<file path="src/rtl/id_stage.sv">
// Decode stage: decodes the IF/ID slot, detects load-use hazards and registers ID/EX (1-cycle latency).
// Stalls IF/ID on load-use or halt; optional writeback->ID operand bypass with `define WB_BYPASS_EN.
package mips_pkg;
    parameter int DATA           = 32;
    parameter int REGISTERWIDTH  = 5;
    parameter int REGISTERNUMBER = 32;
endpackage

module id_stage #(
    parameter int DATA           = mips_pkg::DATA,
    parameter int REGISTERWIDTH  = mips_pkg::REGISTERWIDTH,
    parameter int REGISTERNUMBER = mips_pkg::REGISTERNUMBER
) (
    input  logic                     clk,
    input  logic                     reset,
    input  logic                     instr_valid_i,
    input  logic [31:0]              instr_i,
    input  logic [31:0]              pc_i,
    input  logic                     flush_i,
    output logic [REGISTERWIDTH-1:0] rs1_o,
    output logic [REGISTERWIDTH-1:0] rs2_o,
    input  logic [DATA-1:0]          readData1_i,
    input  logic [DATA-1:0]          readData2_i,
    input  logic                     wb_we_i,
    input  logic [REGISTERWIDTH-1:0] wb_rd_i,
    input  logic [DATA-1:0]          wb_data_i,
    output logic                     idex_valid_o,
    output logic [5:0]               idex_op_o,
    output logic [DATA-1:0]          idex_a_o,
    output logic [DATA-1:0]          idex_b_o,
    output logic [31:0]              idex_imm_o,
    output logic [REGISTERWIDTH-1:0] idex_dest_o,
    output logic                     idex_we_o,
    output logic                     idex_isload_o,
    output logic [31:0]              idex_pc_o,
    output logic                     stall_o,
    output logic                     halt_o,
    output logic [15:0]              stall_count_o
);
    localparam logic [5:0] OP_LDW  = 6'h0C;
    localparam logic [5:0] OP_STW  = 6'h0D;
    localparam logic [5:0] OP_BEQ  = 6'h0F;
    localparam logic [5:0] OP_JR   = 6'h10;
    localparam logic [5:0] OP_HALT = 6'h11;
    localparam logic [REGISTERNUMBER-1:0] ONE = 1;

    typedef enum logic [1:0] {RUN, HALT_PEND, HALTED} state_t;

    state_t                     state_q;
    logic                       halt_q;
    logic [15:0]                stall_cnt_q;
    logic                       idex_valid_q, idex_we_q, idex_isload_q;
    logic [5:0]                 idex_op_q;
    logic [DATA-1:0]            idex_a_q, idex_b_q;
    logic [31:0]                idex_imm_q, idex_pc_q;
    logic [REGISTERWIDTH-1:0]   idex_dest_q;

    logic [5:0]                 op;
    logic [REGISTERWIDTH-1:0]   rs, rt, rd, dest_d;
    logic                       is_rtype, is_itype, is_ldw, rs_used, rt_used;
    logic [REGISTERNUMBER-1:0]  src_mask;
    logic                       hazard, load_en;
    logic [DATA-1:0]            opa_d, opb_d;

    assign op       = instr_i[31:26];
    assign rs       = instr_i[25:21];
    assign rt       = instr_i[20:16];
    assign rd       = instr_i[15:11];
    assign rs1_o    = rs;
    assign rs2_o    = rt;

    assign is_rtype = (op <= 6'h0A) && !op[0];
    assign is_itype = (op <= 6'h0B) && op[0];
    assign is_ldw   = (op == OP_LDW);
    assign rs_used  = (op <= OP_JR);
    assign rt_used  = is_rtype || (op == OP_STW) || (op == OP_BEQ);
    // Instructions without a destination carry dest 0, which also suppresses the write.
    assign dest_d   = is_rtype ? rd : ((is_itype || is_ldw) ? rt : '0);

    assign src_mask = (rs_used ? (ONE << rs) : '0) | (rt_used ? (ONE << rt) : '0);
    assign hazard   = instr_valid_i && idex_valid_q && idex_isload_q
                      && (idex_dest_q != '0) && src_mask[idex_dest_q];
    assign stall_o  = (hazard && !flush_i) || (state_q != RUN);
    assign load_en  = instr_valid_i && !flush_i && (state_q == RUN) && !hazard;

`ifdef WB_BYPASS_EN
    assign opa_d = (wb_we_i && (wb_rd_i != '0) && (wb_rd_i == rs)) ? wb_data_i : readData1_i;
    assign opb_d = (wb_we_i && (wb_rd_i != '0) && (wb_rd_i == rt)) ? wb_data_i : readData2_i;
`else
    logic unused_wb;
    assign unused_wb = ^{wb_we_i, wb_rd_i, wb_data_i};
    assign opa_d     = readData1_i;
    assign opb_d     = readData2_i;
`endif

    always_ff @(posedge clk) begin
        if (reset) begin
            state_q       <= RUN;
            halt_q        <= 1'b0;
            stall_cnt_q   <= '0;
            idex_valid_q  <= 1'b0;
            idex_we_q     <= 1'b0;
            idex_isload_q <= 1'b0;
            idex_op_q     <= '0;
            idex_a_q      <= '0;
            idex_b_q      <= '0;
            idex_imm_q    <= '0;
            idex_pc_q     <= '0;
            idex_dest_q   <= '0;
        end else begin
            idex_valid_q  <= load_en;
            idex_we_q     <= load_en && (dest_d != '0);
            idex_isload_q <= load_en && is_ldw;
            idex_op_q     <= load_en ? op : '0;
            idex_a_q      <= load_en ? opa_d : '0;
            idex_b_q      <= load_en ? opb_d : '0;
            idex_imm_q    <= load_en ? {{16{instr_i[15]}}, instr_i[15:0]} : '0;
            idex_pc_q     <= load_en ? pc_i : '0;
            idex_dest_q   <= load_en ? dest_d : '0;

            if (hazard && !flush_i && (stall_cnt_q != 16'hFFFF))
                stall_cnt_q <= stall_cnt_q + 16'd1;

            // A HALT still in EX can be killed by a taken branch ahead of it.
            case (state_q)
                RUN:       if (load_en && (op == OP_HALT)) state_q <= HALT_PEND;
                HALT_PEND: state_q <= flush_i ? RUN : HALTED;
                HALTED:    state_q <= HALTED;
                default:   state_q <= RUN;
            endcase
            halt_q <= ((state_q == HALT_PEND) && !flush_i) || (state_q == HALTED);
        end
    end

    assign idex_valid_o  = idex_valid_q;
    assign idex_we_o     = idex_we_q;
    assign idex_isload_o = idex_isload_q;
    assign idex_op_o     = idex_op_q;
    assign idex_a_o      = idex_a_q;
    assign idex_b_o      = idex_b_q;
    assign idex_imm_o    = idex_imm_q;
    assign idex_pc_o     = idex_pc_q;
    assign idex_dest_o   = idex_dest_q;
    assign halt_o        = halt_q;
    assign stall_count_o = stall_cnt_q;

endmodule

</file>
<file path="config.mk">
export PLATFORM = sky130hd
export DESIGN_NAME = id_stage
export DESIGN_NICKNAME = d
export VERILOG_FILES = /design/src/rtl/id_stage.sv
export SDC_FILE = /design/constraint.sdc
export NUM_CORES = 1
export LEC_CHECK = 0
export CORE_ASPECT_RATIO = 0.5
export CORE_MARGIN = 4
export CORE_UTILIZATION = 30
export CTS_CLUSTER_SIZE = 20
export DETAILED_ROUTE_END_ITERATION = 16
export GPL_ROUTABILITY_DRIVEN = 1
export PLACE_DENSITY_LB_ADDON = 0.05
export SYNTH_ARGS = -nofsm -noshare
export SYNTH_HDL_FRONTEND = slang
export SYNTH_SLANG_ARGS = --single-unit
</file>
<file path="constraint.sdc">
create_clock -name clk -period 3.8 [get_ports clk]
set_input_delay 0.76 -clock clk [delete_from_list [all_inputs] [get_ports clk]]
set_output_delay 0.76 -clock clk [all_outputs]
set_load 0.01 [all_outputs]
</file>
==> Word-level counts from Yosys, hierarchy flattened <==
Index checks and enable logic that the tools add are counted.
W data, S select, Z words.
{ "totals": {"wordCells": 66, "in_bits": 170, "register_bits": 145} }
{ "classes": {"n_eq_ne": 8, "reduce_logical": 28, "bitwise": 2, "n_addsub": 1, "n_lt_le_gt_ge": 4, "shift": 2, "muxes": 9} }
{ "ops": {"columns": ["cell", "n"], "rows": [
  ["$mux W32", 2],
  ["$shl A1 B5 Y32 const A", 2],
  ["$or A32 B32 Y32", 1],
  ["$eq A6 B4 Y1 const B", 3],
  ["$add A16 B1 Y16 const B", 1],
  ["$ne A16 B16 Y1 const B", 1],
  ["$logic_and A1 B1 Y1", 15],
  ["$le A6 B4 Y1 const B", 2],
  ["$mux W5", 2],
  ["$reduce_bool A5 Y1", 2],
  ["$eq A6 B5 Y1 const B", 1],
  ["$le A6 B5 Y1 const B", 1],
  ["$lt A5 B6 Y1 const B", 1],
  ["$pmux W2 S3", 1],
  ["$bmux W1 S5", 1],
  ["$logic_or A1 B1 Y1", 5],
  ["$mux W2", 2],
  ["$logic_not A1 Y1", 3],
  ["$eq A2 B1 Y1 const B", 1],
  ["$eq A2 B2 Y1 const B", 1],
  ["$logic_not A2 Y1", 1],
  ["$ne A2 B1 Y1 const B", 1],
  ["$reduce_bool A2 Y1", 1],
  ["$reduce_or A2 Y1", 1],
  ["other kinds (2)", 2]
]} }

==> Longest topological paths before layout <==
{ "depth": {"ltp_word": 14, "mapped_depth": 13, "mapped_depth_nobuf": 8} }

==> Least setup slack after synthesis <==
No wires, ideal clock.
{ "synth_timing": {"path_type": "input port to output port", "from": "input instr_i[26]", "to": "output stall_o", "arrival_ns": 2.906, "path_stages": 9, "required_time_ns": 3.040, "setup_slack_ns": 0.134, "path_cell_list": "buf_2 > o41ai_4 > nand3_1 > a222oi_1 > a32oi_1 > nor4_2 > a221oi_2 > buf_2 > o31ai_1"} }
{ "synth_via": {"elab_chain_len": 11, "elab_cells_between_ends": 16, "classes_between": "order compare (2); eq/ne (2); mux (4); bitwise (1); reduce/logical (7)"} }
{ "synth_rtl": {"columns": ["element", "line", "text"], "rows": [
  ["start, declared", "17", "input logic [31:0] instr_i,"],
  ["$le A6 B4 Y1 / $logic_not A1 Y1 (equally long branches)", "72", "assign is_rtype = (op <= 6'h0A) && !op[0];"],
  ["$logic_and A1 B1 Y1", "72", null],
  ["$logic_or A1 B1 Y1 (2 in a row)", "76", "assign rt_used = is_rtype || (op == OP_STW) || (op == OP_BEQ);"],
  ["$mux W32", "80", "assign src_mask = (rs_used ? (ONE << rs) : '0) | (rt_used ? (ONE << rt) : '0);"],
  ["$or A32 B32 Y32 (*)", "80", null],
  ["$bmux W1 S5 (*)", "82", "&& (idex_dest_q != '0) && src_mask[idex_dest_q];"],
  ["$mux W1 (implied by the code) (*)", "82", null],
  ["$logic_and A1 B1 Y1 (*)", "82", null],
  ["$logic_and A1 B1 Y1 (*)", "83", "assign stall_o = (hazard && !flush_i) || (state_q != RUN);"],
  ["$logic_or A1 B1 Y1 (*)", "83", null],
  ["end, declared", "36", "output logic stall_o,"]
]} }
Mark *: on every way between the ends. The rest lies on a longest branch, timed or not. The select of a mux whose other input is x is not followed.

==> Worst setup path in the final report <==
{ "layout_timing": {"from": "input instr_i[27]", "to": "output stall_o"} }
{ "layout_via": {"elab_chain_len": 11, "elab_cells_between_ends": 15, "classes_between": "order compare (2); eq/ne (2); mux (4); bitwise (1); reduce/logical (6)"} }
{ "layout_rtl": {"columns": ["element", "line"], "rows": [
  ["$le A6 B4 Y1", "72"],
  ["$logic_and A1 B1 Y1", "72"],
  ["$logic_or A1 B1 Y1 (2 in a row)", "76"],
  ["$mux W32", "80"],
  ["$or A32 B32 Y32 (*)", "80"],
  ["$bmux W1 S5 (*)", "82"],
  ["$mux W1 (implied by the code) (*)", "82"],
  ["$logic_and A1 B1 Y1 (*)", "82"],
  ["$logic_and A1 B1 Y1 (*)", "83"],
  ["$logic_or A1 B1 Y1 (*)", "83"]
]} }
Marked as above.

==> out/metrics.yaml <==
power:
  p_int_w: 0.00288
  switching_share_pct: 22.5
  p_leak_nw: 3.94
  p_clk_share_pct: 45.9
  pwr_density_cell_mw_per_mm2: 365
  ir_worst_vdd_mv: 0.329
  pwr-share-comb_pct: 12.0
  pwr-share-seq_pct: 42.2
  p_sw_w: 0.000835
critical_path:
  endpoint_kind: "primary output"
  cp_slowest_cell: "o41a_1"
  cpPeakStageDelay_ns: 0.48
  arrival_ns: 3.02
  path_class: "input pin to primary output"
  cp-start-kind: "input pin"
  required_ns: 3.04
  crit_family: "compound AO/OA/AOI/OAI gates"
  critPathBufInv: 3
  worst-path-max-fanout: 4
  path_cells: "clkdlybuf4s15_2, o41a_1, buf_4, o21ai_0, a41oi_2, a311oi_2, a31o_2, a221oi_4, o31ai_2, buf_2"
synth:
  syn-num-nets: 762
  ys_top_cells_by_count: "145 x dfxtp_1, 121 x and2_1, 27 x buf_4, 27 x clkbuf_1, 26 x nor2_1"
  yosysMostFrequentCell: "dfxtp_1"
  synth-warning-count: 0
  syn_inst: 591
  yosysTopAreaCell: "dfxtp_1"
  synth-seq-area-share_pct: 50.0
  async_flop_share_pct: 0
  yosys-top-cells-area: "dfxtp_1 50%, and2_1 13%, buf_4 3.5%, mux2_2 2.5%, nor2b_1 2.2%"
  synth_top_area_share_pct: 50.0
  syn-cell-area_sq_mm: 0.00581
  synth_seq_cells: 145
  synth_cell_types: 68
  avgSynthCellArea_sq_um: 9.83
  ys.flop_type: "dfxtp_1"
  synth_edf_count: 0
sta:
  clock.fmax_ghz: 0.265
  hold_viol: 0
  maxSlewViolCount: 0
  finalCritPeriodShare_pct: 99.4
  worst_pin_slew_ns: 0.809
  slew_headroom_pct: 46.0
  tns_ns: 0
  setup_viol: 0
  layout_min_cycle_time_ns: 3.78
  fin_ws_ns: 0.0235
  fin_skew_ns: 0.0132
cts:
  clkSinkCount: 145
  tritoncts: "yes"
  clockBufferDepth: 2
  clockRootBuffer: "clkbuf_16"
  numCtsBuffers: 17
  insertion_delay_ns: 0.42
  h-tree-depth: 4
  clk_pin_slew_ns: 0.06
  cts_hold_buf: 0
floorplanning:
  rows: 35
  die_h_um: 106
  die_x_um: 205
  ios: 340
  start_util_pct: 31.1
  placeableCoreArea_sq_mm: 0.0187
  die_area_sq_mm: 0.0218
placed_design:
  pre_cts_slack_ns: -0.799
  hpwlAfterDp_um: 15900
  port_buffers: 301
  gp_congestion: 0.894
grt:
  grt_pass1_vias: 5629
  antenna_found_initial: 1
  overflow: 0
  grt_pass1_wl_um: 31400
  track_usage_pct: 18.6
  grt_max_degree: 57
drt:
  wl_per_cell_um: 17.3
  drcViolationCount: 0
  antenna_left: 0
  initialDrtViolationCount: 226
  firstDrtPassIters: 4
  routed_via_density: 4.61
  via_count: 5541
  finalWirelength_um: 20800
layout:
  nets: 1101
  drive_gt1_share_pct: 18.5
  diodes: 0
  n_fill_cell: 1706
  areaGrowthSynthToFinish_pct: 75.1
  final_core_util_pct: 54.4
min_path:
  hp-class: "register to register"
status:
  outcome: "completed"
run:
  drv_cap: 0
[cell families after synthesis]
family          synth area share, %
compound gates                 10.8
xor+xnor                      0.453
fa+ha+maj                     0.215
buf+inv                        6.83
flops                          50.0
mux                            2.69
simple gates                   29.0
[placed cells by master, fill, tap and decap left out, types with 7 or more instances in the layout]
master / count
a31oi_1: 7
and2_1: 120
and3_1: 10
buf_4: 79
clkbuf_16: 17
clkdlybuf4s50_1: 286
dfxtp_1: 145
inv_1: 7
mux2_2: 13
nand2_1: 23
nand3_1: 9
nor2_1: 25
nor2b_1: 18
nor4_1: 16
o21ai_0: 7
[worst min-delay path, delay by kind of cell (launching register included)]
family	cells	cell delay [ns]
flip-flops	1	0.34
AO/OA/AOI/OAI	2	0.13
[what timing repair did]
action	CTS	global route
endpoints found under the hold margin	0	0
resized for setup	34	37
buffers inserted	1	7
endpoints found under the setup margin	1	1
pin swaps	10	18
[metal layers]
metal | track usage, % | vias to the layer above | part of all wire, %
met5 | 0 | - | 0.062
met4 | 5.21 | 2 | 1.3
met3 | 8.63 | 22 | 10
met2 | 32.6 | 221 | 50
met1 | 20.5 | 2581 | 39
li1 | - | 2715 | -
[path summary, 6_finish.rpt]
check	start	cells after the start	slack [ns]	end
min reg2reg	stall_count_o[1]$_SDFFE_PP0P_	2	0.51	stall_count_o[1]$_SDFFE_PP0P_
max	instr_i[27]	10	0.02	stall_o
max reg2reg	idex_dest_o[1]$_SDFF_PP0_	10	0.55	stall_count_o[5]$_SDFFE_PP0P_
min	stall_count_o[1]$_SDFFE_PP0P_	2	0.51	stall_count_o[1]$_SDFFE_PP0P_
[metrics by stage]
step | hold slack [ns] | cell area, sq um | total power (W) | instances
floorplan | 0.499 | 5810 | 0.00173 | 591
global placement | 0.495 | 9380 | 0.00203 | 1162
detailed placement | 0.504 | 9380 | 0.00203 | 1162
CTS | 0.512 | 10000 | 0.00376 | 1194
global route | 0.543 | 10200 | 0.00388 | 1201
finish | 0.513 | 10200 | 0.00371 | 1201
[final cells by class]
| type | count | area (sq um) | share of cell area [%] |
|---|---|---|---|
| clock buffers | 19 | 443 | 4.36 |
| clock inverters | 12 | 159 | 1.56 |
| inverters | 7 | 26.3 | 0.258 |
| multi-input cells | 374 | 2660 | 26.2 |
| flip-flops and latches | 145 | 2900 | 28.5 |
| well taps | 259 | 324 | 3.19 |
| repair buffers | 385 | 3650 | 35.9 |
[sequential cells by signal, indices dropped and copies added (netlist names)]
| signal | flops |
|---|---|
| idex_a_o | 32 |
| idex_b_o | 32 |
| idex_pc_o | 32 |
| idex_imm_o | 16 |
| stall_count_o | 16 |
| idex_op_o | 6 |
| idex_dest_o | 5 |
| state_q | 2 |
| halt_o | 1 |
| idex_isload_o | 1 |
| idex_valid_o | 1 |
| idex_we_o | 1 |
[power groups by stage]
stage,clock (W),combinational (W),sequential [W]
global route,0.00183,0.000475,0.00157
detailed placement,0,0.000433,0.00160
floorplan,0,0.000117,0.00162
global placement,0,0.000434,0.00160
finish,0.00170,0.000444,0.00157
CTS,0.00176,0.000435,0.00157
Power figures use the tool's default switching activity.
